## config.mk

```make
export PLATFORM = sky130hd
export DESIGN_NAME = mul_spi_master_flat
export DESIGN_NICKNAME = d
export VERILOG_FILES = /design/src/rtl/mul_spi_master_if.sv /design/src/rtl/mul_spi_master.sv /design/src/flat_wrapper.sv
export SDC_FILE = /design/constraint.sdc
export NUM_CORES = 1
export LEC_CHECK = 0
export CAP_MARGIN = 20
export CELL_PAD_IN_SITES_DETAIL_PLACEMENT = 0
export CELL_PAD_IN_SITES_GLOBAL_PLACEMENT = 1
export CORE_MARGIN = 3
export CORE_UTILIZATION = 41
export CTS_CLUSTER_DIAMETER = 50
export DETAILED_ROUTE_END_ITERATION = 10
export GPL_ROUTABILITY_DRIVEN = 0
export PLACE_DENSITY_LB_ADDON = 0.1
export REMOVE_ABC_BUFFERS = 1
export SLEW_MARGIN = 20
export SYNTH_ARGS = -nofsm -noshare
export SYNTH_HDL_FRONTEND = slang
export SYNTH_SLANG_ARGS = --single-unit
```

## constraint.sdc

```tcl
create_clock -name i_clock -period 2.75 [get_ports i_clock]
set_clock_uncertainty 0.2 [all_clocks]
set_input_delay 0.55 -clock i_clock [delete_from_list [all_inputs] [get_ports i_clock]]
set_output_delay 0.55 -clock i_clock [all_outputs]
set_load 0.1 [all_outputs]
```

## src/rtl/mul_spi_master_if.sv

```systemverilog
// Shared SPI bus between the multiply-offload master and its slaves.
//   nss  : active-low slave selects, one per slave
//   mosi : master-to-slave serial data
//   miso : slave-to-master serial data
// All signalling is on the system clock; there is no separate SCK.
interface mul_spi_master_if #(
    parameter int NssWidth = 4
);
    logic [NssWidth-1:0] nss;
    logic                mosi;
    logic                miso;

    modport master (output nss, output mosi, input miso);
    modport slave  (input nss, input mosi, output miso);
endinterface

```

## src/rtl/mul_spi_master.sv

```systemverilog
// SPI master that offloads a multiply to a multiplier slave.
// A request is serialised as a 2N-bit packet {op_2, op_1}, LSB first, after a
// one-cycle start marker. The master then waits for the slave's ready marker
// (miso=1) and shifts in the N-bit product, LSB first.
//
// Ports:
//   i_clock, i_reset        : system clock, synchronous active-high reset
//   i_start                 : request a multiply (accepted only when idle)
//   i_op_1, i_op_2          : operands (packet low / high half)
//   i_slave_sel             : index of the target slave's nss bit
//   o_busy                  : high whenever not idle
//   o_done                  : one-cycle pulse, o_result valid
//   o_error                 : one-cycle pulse, timeout or bad slave index
//   o_result                : last received product, held between transfers
//   spi                     : nss / mosi / miso bus (master side)
module mul_spi_master #(
    parameter int RegisterSize  = 32,   // core register width
    parameter int NssWidth      = 4,
    parameter int TimeoutCycles = 64,
    // One bit wider than a bare index so out-of-range selects reach the
    // block and are rejected instead of silently aliasing onto a real slave.
    localparam int SelWidth     = $clog2(NssWidth) + 1
) (
    input  logic                    i_clock,
    input  logic                    i_reset,
    input  logic                    i_start,
    input  logic [RegisterSize-1:0] i_op_1,
    input  logic [RegisterSize-1:0] i_op_2,
    input  logic [SelWidth-1:0]     i_slave_sel,
    output logic                    o_busy,
    output logic                    o_done,
    output logic                    o_error,
    output logic [RegisterSize-1:0] o_result,
    mul_spi_master_if.master        spi
);
    localparam int PktW    = 2 * RegisterSize;
    localparam int BitCntW = $clog2(PktW);
    localparam int TmoW    = $clog2(TimeoutCycles + 1);

    localparam logic [SelWidth-1:0] SEL_LIMIT = SelWidth'(NssWidth);
    localparam logic [BitCntW-1:0]  SEND_LAST = BitCntW'(PktW - 1);
    localparam logic [BitCntW-1:0]  RECV_LAST = BitCntW'(RegisterSize - 1);
    localparam logic [TmoW-1:0]     TMO_LAST  = TmoW'(TimeoutCycles - 1);

    typedef enum logic [2:0] {
        S_IDLE, S_SELECT, S_START, S_SEND, S_WAIT, S_RECV, S_DONE
    } state_t;

    state_t                  state_q, state_d;
    logic [PktW-1:0]         pkt_q;
    logic [SelWidth-1:0]     sel_q;
    logic [BitCntW-1:0]      bit_cnt_q;
    logic [TmoW-1:0]         tmo_cnt_q;
    logic [RegisterSize-1:0] rx_q, rx_next, result_q;
    logic                    err_q;

    logic sel_ok, tmo_hit, selected;

    assign sel_ok  = (i_slave_sel < SEL_LIMIT);
    // Received bits enter at the MSB so the first (LSB) bit lands at bit 0
    // after N shifts.
    assign rx_next = {spi.miso, (RegisterSize-1)'(rx_q >> 1)};

    // Next state. miso wins over the timeout if both land on the same cycle,
    // which keeps o_done and o_error mutually exclusive.
    always_comb begin
        state_d = state_q;
        tmo_hit = 1'b0;
        case (state_q)
            S_IDLE:   if (i_start && sel_ok) state_d = S_SELECT;
            S_SELECT: state_d = S_START;
            S_START:  state_d = S_SEND;
            S_SEND:   if (bit_cnt_q == SEND_LAST) state_d = S_WAIT;
            S_WAIT: begin
                if (spi.miso) begin
                    state_d = S_RECV;
                end else if (tmo_cnt_q == TMO_LAST) begin
                    tmo_hit = 1'b1;
                    state_d = S_IDLE;
                end
            end
            S_RECV:   if (bit_cnt_q == RECV_LAST) state_d = S_DONE;
            S_DONE:   state_d = S_IDLE;
            default:  state_d = S_IDLE;
        endcase
    end

    always_ff @(posedge i_clock) begin
        if (i_reset) begin
            state_q   <= S_IDLE;
            pkt_q     <= '0;
            sel_q     <= '0;
            bit_cnt_q <= '0;
            tmo_cnt_q <= '0;
            rx_q      <= '0;
            result_q  <= '0;
            err_q     <= 1'b0;
        end else begin
            state_q <= state_d;
            err_q   <= 1'b0;
            case (state_q)
                S_IDLE: begin
                    if (i_start) begin
                        pkt_q <= {i_op_2, i_op_1};
                        sel_q <= i_slave_sel;
                        err_q <= !sel_ok;
                    end
                end
                S_SEND: begin
                    pkt_q <= pkt_q >> 1;
                    if (bit_cnt_q == SEND_LAST) begin
                        bit_cnt_q <= '0;
                        tmo_cnt_q <= '0;
                    end else begin
                        bit_cnt_q <= bit_cnt_q + 1'b1;
                    end
                end
                S_WAIT: tmo_cnt_q <= tmo_cnt_q + 1'b1;
                S_RECV: begin
                    rx_q <= rx_next;
                    if (bit_cnt_q == RECV_LAST) begin
                        bit_cnt_q <= '0;
                        result_q  <= rx_next;
                    end else begin
                        bit_cnt_q <= bit_cnt_q + 1'b1;
                    end
                end
                default: ;
            endcase
        end
    end

    // Bus outputs are decoded from registered state only.
    assign selected = (state_q == S_SELECT) || (state_q == S_START) ||
                      (state_q == S_SEND)   || (state_q == S_WAIT)  ||
                      (state_q == S_RECV);

    always_comb begin
        for (int i = 0; i < NssWidth; i++) begin
            spi.nss[i] = !(selected && (sel_q == SelWidth'(i)));
        end
    end

    always_comb begin
        spi.mosi = 1'b0;
        case (state_q)
            S_START: spi.mosi = 1'b1;
            S_SEND:  spi.mosi = pkt_q[0];
            default: spi.mosi = 1'b0;
        endcase
    end

    assign o_busy   = (state_q != S_IDLE);
    assign o_done   = (state_q == S_DONE);
    assign o_error  = err_q | tmo_hit;
    assign o_result = result_q;
endmodule

```

## src/flat_wrapper.sv

```systemverilog
// flat-port wrapper written by rule: the top's interface ports become plain ports
module mul_spi_master_flat 
#(
    parameter int RegisterSize  = 32,                         
    parameter int NssWidth      = 4,
    parameter int TimeoutCycles = 64,
                                                                        
                                                                             
    localparam int SelWidth     = $clog2(NssWidth) + 1
)
  (i_clock, i_reset, i_start, i_op_1, i_op_2, i_slave_sel, o_busy, o_done, o_error, o_result, spi_nss, spi_mosi, spi_miso);
  mul_spi_master_if #(.NssWidth(NssWidth)) spi_i ();
  input  logic i_clock;
  input  logic i_reset;
  input  logic i_start;
  input  logic [RegisterSize-1:0] i_op_1;
  input  logic [RegisterSize-1:0] i_op_2;
  input  logic [SelWidth-1:0] i_slave_sel;
  output logic o_busy;
  output logic o_done;
  output logic o_error;
  output logic [RegisterSize-1:0] o_result;
  output wire logic [$bits(spi_i.nss)-1:0] spi_nss;
  output wire logic [$bits(spi_i.mosi)-1:0] spi_mosi;
  input wire logic [$bits(spi_i.miso)-1:0] spi_miso;
  assign spi_nss = spi_i.nss;
  assign spi_mosi = spi_i.mosi;
  assign spi_i.miso = spi_miso;
  mul_spi_master #(.RegisterSize(RegisterSize), .NssWidth(NssWidth), .TimeoutCycles(TimeoutCycles)) u_core (.i_clock(i_clock), .i_reset(i_reset), .i_start(i_start), .i_op_1(i_op_1), .i_op_2(i_op_2), .i_slave_sel(i_slave_sel), .o_busy(o_busy), .o_done(o_done), .o_error(o_error), .o_result(o_result), .spi(spi_i));
endmodule
```

* Word level (Yosys, flattened, before mapping)
Cells that the tools add are included.
Word-level totals: logic and storage cells 74, output and inout port bits 40, bits of input ports 71, flip-flop bits (word level) 148
Cells by class: reduce and logical (&&, ||, !) cells 26, multiplexer cells 17, equal/unequal tests 17, bitwise operators 3, order comparisons 1, $add $sub $neg 2
Operator list (number):
- case mux 64 bit (2 select lines) | 1
- 2-to-1 mux 64 bit | 1
- case mux 3 bit (6 select lines) | 1
- 2-to-1 mux 3 bit | 5
- case mux 7 bit (2 select lines) | 1
- == test 3 x 2 -> 1 bit (second input constant) | 4
- 2-to-1 mux 6 bit | 2
- case mux 6 bit (2 select lines) | 1
- == test 3 bit (second input constant) | 3
- AND reduction 2 bit | 4
- adder 7 x 1 -> 7 bit (second input constant) | 1
- == test 7 x 6 -> 1 bit (second input constant) | 1
- 2-to-1 mux 7 bit | 1
- adder 6 x 1 -> 6 bit (second input constant) | 1
- == test 3 x 1 -> 1 bit (second input constant) | 2
- == test 6 x 5 -> 1 bit (second input constant) | 1
- == test 6 bit (second input constant) | 1
- logical NOT 3 bit | 2
- != test 2 x 1 -> 1 bit (second input constant) | 3
- nonzero test 2 bit | 3
- logical AND 1 bit | 5
- logical NOT 1 bit | 5
- logical OR 1 bit | 4
- AND reduction 4 bit | 1
- 9 further kinds | 12

* Depth between registers and ports, before layout
depth after elaboration 7, gate-level depth with buffers 8, mapped depth without buffers 5

* Worst setup path after synthesis
OpenSTA, ideal clock, no wires.
kind register to output, from register u_core.state_q[1], to output spi_mosi, data arrival time 2962 ps, buffers on the path 1, cell stages (with the launch flop) 4, data required time 2000 ps, setup slack -962 ps, path through dfxtp_1 -> buf_2 -> inv_1 -> a211oi_1
Between the ends: cells in the longest elaborated chain, start to end 2, elaborated cells on any way between the ends 3, classes of those cells eq/ne (2); mux (1)
RTL lines:
- start: declaration | RTL line mul_spi_master.sv:49 | state_t state_q, state_d;
- start signal: assignment | RTL line mul_spi_master.sv:99 | state_q <= state_d;
- == test 3 x 2 -> 1 bit | RTL line mul_spi_master.sv:146 | case (state_q)
- case mux 1 bit (2 select lines) * | RTL line mul_spi_master.sv:146
- end: declaration | RTL line flat_wrapper.sv:24 | output wire logic [$bits(spi_i.mosi)-1:0] spi_mosi;
Every way passes the cells marked *; elsewhere a longest branch is shown, timed or not.

* Worst setup path after layout
from register u_core.state_q[0], to output spi_nss[0]
Between the ends: cells in the longest elaborated chain, start to end 7, elaborated cells on any way between the ends 11, classes of those cells eq/ne (5); reduce/logical (6)
RTL lines:
- == test 3 x 1 -> 1 bit / == test 3 x 2 -> 1 bit (equally long branches) | RTL line mul_spi_master.sv:134 | assign selected = (state_q == S_SELECT) || (state_q == S_START) ||
- logical OR 1 bit (2 in a row) | RTL line mul_spi_master.sv:134
- logical OR 1 bit | RTL line mul_spi_master.sv:135 | (state_q == S_SEND) || (state_q == S_WAIT) ||
- logical OR 1 bit * | RTL line mul_spi_master.sv:135
- logical AND 1 bit * | RTL line mul_spi_master.sv:140 | spi.nss[i] = !(selected && (sel_q == SelWidth'(i)));
- logical NOT 1 bit * | RTL line mul_spi_master.sv:140
- end: declaration | RTL line flat_wrapper.sv:23 | output wire logic [$bits(spi_i.nss)-1:0] spi_nss;
Marks and branches as above.

==> results <==
- In the final layout, the multi-input gates occupy ~2700 µm².
- The DRC marker count from the first detailed-route iteration is 380.
- The area of the placeable core is 14100 µm².
- The critical path runs through a total of 4 cells.
- The overall die area is between 15000 and 20000 µm².
- The sum of buffers and inverters on the critical path is 1.
- STA puts the critical path data required time at 2.00 ns.
- Along the worst hold path, the cell count comes to 2.
- The library cells used most frequently in the layout, excluding fill and tap cells, are nand2_1, dfxtp_1, nor2_1, a21oi_1, clkdlybuf4s50_1.
- For this run, the register share of the synthesized area comes to between 40 and 50%.
- The share of total power in sequential cells is ~44%.
- After routing the design area is 7800 µm².
- The synthesized netlist cell count is 770.
- The clock tree synthesis step divided the H-tree into 4 levels.
- The library cell used most frequently in the layout, excluding fill and tap cells, is nand2_1.
- The sequential cells in the finished layout cover a total of 2949 µm².
- The die outline height is roughly 130 µm.
- The min-delay analysis places its worst path in the category register to register.
- Measured on the finished design, the core utilization comes to between 50 and 60%.
- The kind of cell with the highest combined delay along the critical path is simple AND/OR/NAND/NOR gates.
- After detailed routing, the number of vias per cell comes to roughly 5.2.
- The count of synthesis-stage warnings from yosys is 0.
- VDD sags by at most between 400 and 500 µV.
- Net switching is 24.47% of the power.
- Derived from the worst setup path, the maximum achievable clock frequency is about 370 MHz.
- The number of global-route vias before repair is between 4000 and 5000.
- Buffers added to address setup during post-CTS repair amount to 0.
- Each instance of the synthesized netlist takes up on average slightly below 8 µm².
- Data on the critical path arrives at its endpoint at ~1.9 ns.
- The flow ran to the end, and the final reports show no timing, DRC or antenna violations.
- Of the total power, the clock network draws between 40% and 50%.
- The element type at the critical path end is a primary output.
- The post-place instance area is 7202 µm².
- The remaining routing DRC violations is 0.
- The number of buffers inserted during clock tree synthesis is 17.
- The area growth from synthesis to layout is 30.34%.
- The first global-routing pass estimated between 20000 and 25000 µm of wire.
- The slowest stage of the critical path belongs to the cell or3b_2.
- The initial antenna violation count is 0.
- The total of buffers placed on input and output ports is 110.
- Global routing consumed, over all layers together, ~18% of the routing resources.
- TritonCTS built the clock tree.
- The internal power of the cells is ~4 mW.
- After synthesis the netlist holds a flip-flop and latch count of approximately 150.
- Summing every instance area after synthesis gives roughly 6000 µm².
- The number of setup violations in the final report is 0.
- Counting I/O delays and the setup requirement, the final critical path takes 2.678 ns.
- The clock net in this run drives a total of ~150 sinks.
- The final layout net count is between 900 and 1000.
- The largest fanout on the critical path is 5.
- Entering global routing, the biggest net connects 85 pins.
- The fill cell total of the finished layout is about 1400.
- For this block, the routed nets add up to 13970 µm of wire.
- The tool flagged a number of max-cap violations equal to 0.
- Setup repair after global routing left no endpoint under its margin.
- The post-route clock period utilization is 97.39%.
- The count of final hold-check violations is 0.
- The worst setup path is launched from a register.
- For this run, the slowest stage of the critical path takes roughly 0.48 ns.
- The final standard cell count with taps included and fillers excluded is 1037.
- The first detailed-routing pass took 4 iterations.
- The maximum buffer depth of the clock tree is 2.
- The HPWL after detailed placement is 8812 µm.
- The final antenna-violating net count is 0.
- The ratio of total power to cell area is between 600 and 700 nW/µm².
- In the final layout, the share of cells above drive strength 1 is about 11%.
- Headroom to the max-slew limit came out at 59.40%.
- The static power due to leakage is a little under 3 nW.
- The floorplan step set the die width to 126.8 µm.
- The top-level I/O count is ~110.
- The initial utilization of the core area, before any placement, comes to a little over two fifths.
- The number of different library cells used by synthesis comes to between 40 and 50.
- Summed over all nets, the switching power comes to 1.276 mW.
- The sum of overflow across all layers after global routing is 0.
- 0 antenna diodes ended up in the layout.
- The pin slew with the least headroom to its limit is 0.6062 ns.
- The number of instances in the placed design is 1006.
- The path depth of the worst reg2reg path is 5.
- The number of cell rows is 43.
- The clock input transition at the sequential cells of the worst setup and hold paths is roughly 0.060 ns.
- Clock tree synthesis selected as its root buffer the cell clkbuf_16.
- The clock latency on the worst-skew pair is 0.42 ns.
- The critical path goes through nor3_4, or3b_2, or3_1, buf_12.
- By startpoint and endpoint, the worst setup path is classified as register to primary output.
- The final-report max-slew violation count is 0.
- The detailed-route wire length per cell is 13.47 µm.
- The proportion of power drawn by combinational gates is between 10% and 20%.
- The routed via count is about 5400.
-- power groups by stage --
stage / registers, mW / clock network [mW] / logic (mW)
6_report: 2.30 / 2.29 / 0.625
5_1_grt: 2.32 / 2.42 / 0.690
2_1_floorplan: 2.34 / 0 / 0.337
3_3_place_gp: 2.34 / 0 / 0.619
3_5_place_dp: 2.35 / 0 / 0.631
4_1_cts: 2.30 / 2.34 / 0.633
-- per-stage QoR --
stage	hold slack, ns	TNS, ns	worst slack [ns]	power (mW)
floorplan	0.2255	-104.59	-1.149	2.680
global placement	0.2427	0	0.3894	2.962
detailed placement	0.2483	0	0.3775	2.978
CTS	0.2564	0	0.03353	5.277
global route	0.2736	0	0.002247	5.431
finish	0.2531	0	0.07174	5.215
-- synth_stat cells (all sizes together) --
master / instances / area, µm²
a2111oi: 1 / 8.760
a211oi: 2 / 15.01
a21boi: 1 / 7.510
a21o: 2 / 15.01
a21oi: 77 / 385.4
a221oi: 1 / 8.760
a311o: 1 / 10.01
a311oi: 63 / 551.8
a31o: 1 / 8.760
a31oi: 2 / 12.51
and2: 1 / 6.260
and3: 5 / 31.28
and3b: 1 / 8.760
and4: 1 / 8.760
buf: 26 / 160.1
clkbuf: 41 / 153.9
dfxtp: 147 / 2943
ha: 2 / 25.02
inv: 4 / 15.01
mux2i: 1 / 10.01
nand2: 267 / 1002
nand2b: 1 / 6.260
nand3: 9 / 45.04
nand3b: 2 / 15.01
nand4: 3 / 18.77
nand4b: 1 / 8.760
nor2: 77 / 289.0
nor3: 8 / 51.30
nor3b: 2 / 20.02
o211ai: 1 / 7.510
o21ai: 5 / 25.02
or3: 5 / 31.28
or3b: 2 / 17.52
xnor2: 3 / 26.28
xor2: 4 / 35.03
-- cell type report --
cell class                 count  share of cell area [%]
sequential                   147                   37.81
tap                          180                   2.887
inverter                       4                  0.1925
clock inverter                 9                   1.331
clock buffer                  22                   6.208
multi-input combinational    552                   34.95
timing repair buffer         123                   16.62
-- routing by layer --
metal | global-route usage (%) | part of all wire [%] | wire, µm | vias to the layer above
met3 | 5.558 | 5.7 | 797 | 19
met5 | 0 | 0 | 0 | -
met2 | 28.36 | 47 | 6548 | 116
met4 | 7.382 | 1.8 | 254 | 0
li1 | - | - | - | 2757
met1 | 21.64 | 46 | 6372 | 2475
-- timing repair --
item,CTS,global route
hold buffers,0,0
gates resized for setup,3,2
setup endpoints to repair,2,1
pin swaps,0,0
-- worst reg2reg max path, delay by kind of cell (launching register included) --
kind                     cells  cell delay (ns)
flip-flops                   1             0.37
AO/OA/AOI/OAI                1             0.08
AND/OR/NAND/NOR              3             1.14
adder cells (fa/ha/maj)      1             0.23
-- worst paths after layout --
| path | endpoint | startpoint | slack (ns) |
|---|---|---|---|
| worst max register to register | u_core.o_result[9] | u_core.bit_cnt_q[0] | 0.60 |
| worst max-delay path | spi_nss[0] | u_core.state_q[0] | 0.07 |
| worst min-delay path | u_core.o_result[12] | u_core.o_result[12] | 0.25 |
| worst min register to register | u_core.o_result[12] | u_core.o_result[12] | 0.25 |
-- sequential cells by signal, indices dropped and copies added, names as in the netlist --
signal            cells
u_core.err_q          1
u_core.pkt_q         64
u_core.sel_q          3
u_core.rx_q          31
u_core.tmo_cnt_q      7
u_core.state_q        3
u_core.o_result      32
u_core.bit_cnt_q      6
-- logic make-up (layout without fill, tap and decap cells) --
kind of cell,count (synthesis),count (layout),share of synthesized area [%]
AOI/OAI and AO/OA,157,157,17.65
and+or+nand+nor,385,385,26.07
muxes,1,1,0.1673
adders and majority gates,2,2,0.4181
xor gates and xnor gates,7,7,1.024
buffers and inverters,71,158,5.499
DFF,147,147,49.17
Note: power is estimated with default switching activity, not from simulation.
==> RTL change 1 (same flow settings) <==
Put a register stage on the outputs `o_busy`, `o_done` and `o_error`. The values now appear one clock later. The other outputs are not delayed to match. Comments in the files are not updated.
--- a/src/rtl/mul_spi_master.sv
+++ b/src/rtl/mul_spi_master.sv
@@ -150,9 +150,11 @@
         endcase
     end
 
-    assign o_busy   = (state_q != S_IDLE);
-    assign o_done   = (state_q == S_DONE);
-    assign o_error  = err_q | tmo_hit;
+    always_ff @(posedge i_clock) begin
+        o_busy  <= (state_q != S_IDLE);
+        o_done  <= (state_q == S_DONE);
+        o_error <= err_q | tmo_hit;
+    end
     assign o_result = result_q;
 endmodule
 
Function: changed (a bounded check fails within 4 cycles, from zero or initial values and one cycle with i_reset high).
==> RTL change 1 against the original RTL <==
Setup slack lost 19 ps. Sequential cell count is 3 higher. Area after synthesis rose by 1.0%. Largest power group is now clock. Largest cell class unchanged. Critical path depth did not move. Fmax shrank 0.70%. Total power up 6.0%. Clock power grew 13%. Final area increased by 0.50%. Wire length down 0.43%. Final cell count increased by 0.19%. Global-route usage fell by 0.34 points. Sequential share of layout area is 0.52 points higher.
==> RTL change 1: results (changes against the original RTL) <==
Status - finished clean (unchanged)
Clock buffer depth - 2 (unchanged)
CTS clk-pin slew, worst paths - 60 ps (about the same)
Critical Path Max Stage Delay - 490 ps
Crit path max fanout - 5 (unchanged)
Share of layout cells above drive strength 1 - 10.8% (was 11.3%)
Final antenna diode count - 0 (unchanged)
Biggest register - u_core.pkt_q (unchanged)
Number of global-route vias before repair - 5051 (was 4909)
Worst skew pair latency - 410 ps
CTS Buf Count - 17 (unchanged)
Synth top area cells - dfxtp_1 50%, nand2_1 17%, a311oi_1 9.1% (was dfxtp_1 49%, nand2_1 17%, a311oi_1 9.2%)
Placed Instance Area - 7170 um^2 (was 7200 um^2)
Initial antenna violation count - 0 (unchanged)
Smallest hold slack - 206 ps (was 253 ps)
Netlist cell types - 41 (unchanged)
DRT iter0 DRCs - 331 (was 380)
CTS H-tree depth - 4 (unchanged)
Worst-Margin Slew - 689 ps (was 606 ps)
Chip Width - 127 um (about the same)
Post-synthesis sequential area ratio - 49.7% (was 49.2%)
Yosys Warn Count - 0 (unchanged)
Lkg Pwr - 2.95 nW (was 2.93 nW)
Dpl hpwl - 8660 um (was 8810 um)
Via density - 5.18 (about the same)
Clock Root Buffer - clkbuf_16 (unchanged)
Critical Path AT - 1950 ps (was 1930 ps)
Port-buffer cells - 110 (unchanged)
Synth async-reset ratio - 0% (unchanged)
Worst vdd ir - 443 uV (was 471 uV)
All-Layer GR Usage - 17.2% (was 17.6%)
Top_reg_cell synth - dfxtp_1 (unchanged)
Final nets - 919 (was 918)
CP max-delay cell - or3b_2 (unchanged)
Max reg flops - 64 (unchanged)
Delay-heaviest family, CP - simple AND/OR/NAND/NOR gates (unchanged)
Synth top cells by count - 267 x nand2_1, 150 x dfxtp_1, 77 x a21oi_1, 77 x nor2_1, 63 x a311oi_1 (was 267 x nand2_1, 147 x dfxtp_1, 77 x a21oi_1, 77 x nor2_1, 63 x a311oi_1)
Largest net degree at the start of global routing - 127 (was 85)
Global-route wire length before repair - 23200 um (was 23300 um)
Final WL - 13900 um (was 14000 um)
Hold Crit Class - register to register (unchanged)
1st-pass router iterations - 5 (was 4)
[RTL change 1: cell count changes in the layout (fill, tap and decap cells not counted), sizes merged]
cell,delta
inv,+2
clkinvlp,-1
bufinv,+3
clkinv,-2
clkbuf,-1
buf,-2
dfxtp,+3
[RTL change 1: cells by family after synthesis]
kind of cell	count (synthesis)	synth area share, %
XOR/XNOR	7	1.01
flip-flops	150	49.7
buffers and inverters	71	5.44
AND/OR/NAND/NOR	385	25.8
AO/OA/AOI/OAI	157	17.5
adder cells (fa/ha/maj)	2	0.414
multiplexers	1	0.166
[RTL change 1: power by group]
group          internal [mW]  switching [mW]
clock                   1.69           0.889
sequential              2.29          0.0610
combinational          0.256           0.347
total                   4.23            1.30
[RTL change 1: per-stage QoR]
step	cells	worst slack [ps]	util (%)	power, mW
detailed placement	1007	453	50.7	3.00
finish	1039	53.0	55.4	5.53
global placement	1007	498	50.7	2.99
CTS	1039	2.48	55.4	5.59
floorplan	706	-1150	-	2.73
global route	1039	3.35	55.4	5.75
[RTL change 1: worst paths after layout]
path | startpoint | to | slack, ps | depth (start not counted)
worst max-delay path | u_core.state_q[0]$_SDFFE_PP0P_ | spi_nss[0] | 50 | 4
worst min-delay path | u_core.err_q$_SDFF_PP0_ | u_core.o_error$_DFF_P_ | 210 | 1
worst max register to register | u_core.bit_cnt_q[0]$_SDFFE_PP0P_ | u_core.o_result[12]$_SDFFE_PP0P_ | 590 | 5
worst min register to register | u_core.err_q$_SDFF_PP0_ | u_core.o_error$_DFF_P_ | 210 | 1
[RTL change 1: cell type report]
| cell class | instances | area, um^2 |
|---|---|---|
| Fill cell | 1397 | 6310 |
| Clock inverter | 11 | 194 |
| Multi-Input combinational cell | 552 | 2720 |
| Tap cell | 180 | 225 |
| Clock buffer | 21 | 470 |
| Timing Repair Buffer | 121 | 1210 |
| Inverter | 4 | 15.0 |
| Sequential cell | 150 | 3000 |
[RTL change 1: worst reg2reg max path, delay by kind of cell (launching register included)]
kind	cells	cell delay, ps
AO/OA/AOI/OAI	1	80
adder cells (fa/ha/maj)	1	250
flip-flops	1	370
AND/OR/NAND/NOR	3	1110
[RTL change 1: layer usage]
| layer | part of all wire (%) | track usage [%] |
|---|---|---|
| met1 | 47 | 21.8 |
| met5 | 0 | 0 |
| met4 | 1.8 | 6.06 |
| met3 | 5.4 | 4.97 |
| met2 | 46 | 28.0 |
[RTL change 1: timing repair]
item,CTS,global route
resized for setup,0,1
setup endpoints to repair,0,1
buffers inserted,0,0
==> RTL change 2 (config.mk and constraints unchanged) <==
Without the edit above. `NssWidth` is set to 4 in 3 places; all go to 2.
--- a/src/rtl/mul_spi_master_if.sv
+++ b/src/rtl/mul_spi_master_if.sv
@@ -4,7 +4,7 @@
 //   miso : slave-to-master serial data
 // All signalling is on the system clock; there is no separate SCK.
 interface mul_spi_master_if #(
-    parameter int NssWidth = 4
+    parameter int NssWidth = 2
 );
     logic [NssWidth-1:0] nss;
     logic                mosi;
--- a/src/rtl/mul_spi_master.sv
+++ b/src/rtl/mul_spi_master.sv
@@ -15,7 +15,7 @@
 //   spi                     : nss / mosi / miso bus (master side)
 module mul_spi_master #(
     parameter int RegisterSize  = 32,   // core register width
-    parameter int NssWidth      = 4,
+    parameter int NssWidth      = 2,
     parameter int TimeoutCycles = 64,
     // One bit wider than a bare index so out-of-range selects reach the
     // block and are rejected instead of silently aliasing onto a real slave.
--- a/src/flat_wrapper.sv
+++ b/src/flat_wrapper.sv
@@ -2,7 +2,7 @@
 module mul_spi_master_flat 
 #(
     parameter int RegisterSize  = 32,                         
-    parameter int NssWidth      = 4,
+    parameter int NssWidth      = 2,
     parameter int TimeoutCycles = 64,
                                                                         
                                                                              
Interface: changed (resized i_slave_sel and spi_nss); port bits go from 111 to 108. No check against the original RTL was run, so the function may have changed too.
==> RTL change 2 against the original RTL <==
Total power fell by 1.5%. Sequential cell count shrank 1. Area after synthesis rose by 1.7%. Final cell count fell by 1.3%. Final area grew 0.40%. Setup slack better by 210 ps. Non-clock buffer count unchanged. Wire length is 2.3% higher. Count of clock-buffer cells in the layout rose by 1. Largest power group is now clock.
==> RTL change 2: results (changes against the original RTL) <==
Status - finished clean (unchanged)
Synth async-reset ratio - 0% (unchanged)
Synth top cells by count - 199 x nand2_1, 146 x dfxtp_1, 76 x a21oi_1 (was 267 x nand2_1, 147 x dfxtp_1, 77 x a21oi_1, 77 x nor2_1, 63 x a311oi_1)
Worst-Margin Slew - 708 ps (was 606 ps)
CTS Buf Count - 17 (unchanged)
Synth Instances - 765 (was 770)
Initial antenna violation count - 0 (unchanged)
Placed Cells - 995 (was 1006)
DRT iter0 DRCs - 423 (was 380)
Post-synthesis compound-gate area fraction - 21.9% (was 17.6%)
Clock Root Buffer - clkbuf_16 (unchanged)
Worst skew pair latency - 410 ps
1st-pass router iterations - 5 (was 4)
Worst vdd ir - 437 uV (was 471 uV)
Final WL - 14300 um (was 14000 um)
Max reg flops - 64 (unchanged)
Clock buffer depth - 2 (unchanged)
Biggest register - u_core.pkt_q (unchanged)
Min setup slack post-route - 284 ps (was 71.7 ps)
Crit path max fanout - 20 (was 5)
Dpl hpwl - 8950 um (was 8810 um)
Max Cap Viol - 0 (unchanged)
Global-route wire length before repair - 23800 um (was 23300 um)
Final nets - 906 (was 918)
Largest net degree at the start of global routing - 71 (was 85)
Netlist cell types - 49 (was 41)
Post-synthesis xor/xnor area fraction - 0.144% (was 1.02%)
Mux cell area share after synthesis - 0.349% (was 0.167%)
Post-synthesis sequential area ratio - 48.0% (was 49.2%)
Synth top area cells - dfxtp_1 48%, nand2_1 12%, a311oi_1 9.8% (was dfxtp_1 49%, nand2_1 17%, a311oi_1 9.2%)
Final antenna diode count - 0 (unchanged)
Synth Area in Adders - 0.411% (was 0.418%)
Number of global-route vias before repair - 5088 (was 4909)
Hold Crit Class - register to register (unchanged)
Yosys Warn Count - 0 (unchanged)
Critical Path Max Stage Delay - 510 ps (was 480 ps)
All-Layer GR Usage - 17.6% (about the same)
Lkg Pwr - 2.86 nW (was 2.93 nW)
Smallest hold slack - 254 ps (was 253 ps)
Top_reg_cell synth - dfxtp_1 (unchanged)
Placed Instance Area - 7240 um^2 (was 7200 um^2)
Via density - 5.44 (was 5.18)
Final setup violation count - 0 (unchanged)
CTS H-tree depth - 4 (unchanged)
Vias - 5570 (was 5367)
Share of layout cells above drive strength 1 - 10.7% (was 11.3%)
CP max-delay cell - or3_1 (was or3b_2)
Delay-heaviest family, CP - simple AND/OR/NAND/NOR gates (unchanged)
CTS clk-pin slew, worst paths - 60 ps (about the same)
R2R setup slack - 620 ps (was 600 ps)
Port-buffer cells - 107 (was 110)
Pre-CTS setup slack - 240 ps (was 378 ps)
RTL change 2: final cells by class:
type                    count  area (um^2)
fillers                  1350         6370
well taps                 180          225
clock inverters             6          105
repair buffers            123         1230
multi-input cells         542         2850
flip-flops and latches    146         2930
clock buffers              23          478
inverters                   4         15.0
RTL change 2: report_power, final:
| part | switching (mW) | internal (mW) |
|---|---|---|
| sequential | 0.0685 | 2.22 |
| combinational | 0.303 | 0.247 |
| clock | 0.819 | 1.48 |
RTL change 2: worst paths after layout:
kind	start	to	cells after the start
worst min register to register	u_core.sel_q[1]$_SDFFE_PP0P_	u_core.sel_q[1]$_SDFFE_PP0P_	2
worst min-delay path	u_core.sel_q[1]$_SDFFE_PP0P_	u_core.sel_q[1]$_SDFFE_PP0P_	2
worst max-delay path	u_core.state_q[2]$_SDFFE_PP0P_	spi_nss[1]	3
worst max register to register	u_core.bit_cnt_q[0]$_SDFFE_PP0P_	u_core.tmo_cnt_q[6]$_SDFFE_PP0P_	4
RTL change 2: cell families after synthesis:
family	after synthesis
compound gates	202
xor+xnor	1
fa+ha+maj	2
buf+inv	77
flops	146
mux	2
simple gates	335
RTL change 2: layer usage:
layer | GRT usage (%) | up-vias | routed length (um)
met1 | 23.5 | 2567 | 6640
met4 | 7.12 | 0 | 225
met5 | 0 | - | 0
met2 | 27.0 | 149 | 6530
met3 | 4.58 | 22 | 899
li1 | - | 2832 | -
RTL change 2: repair_timing:
item,4_1_cts,5_1_grt
setup endpoints to repair,0,5
buffers inserted,0,0
resized for setup,0,3
RTL change 2: worst register-to-register path: stages, from the launching register on:
cell      delay [ps]
dfxtp_1          370
ha_1             240
nand4_1          290
o21ai_0          670
a311oi_1         200
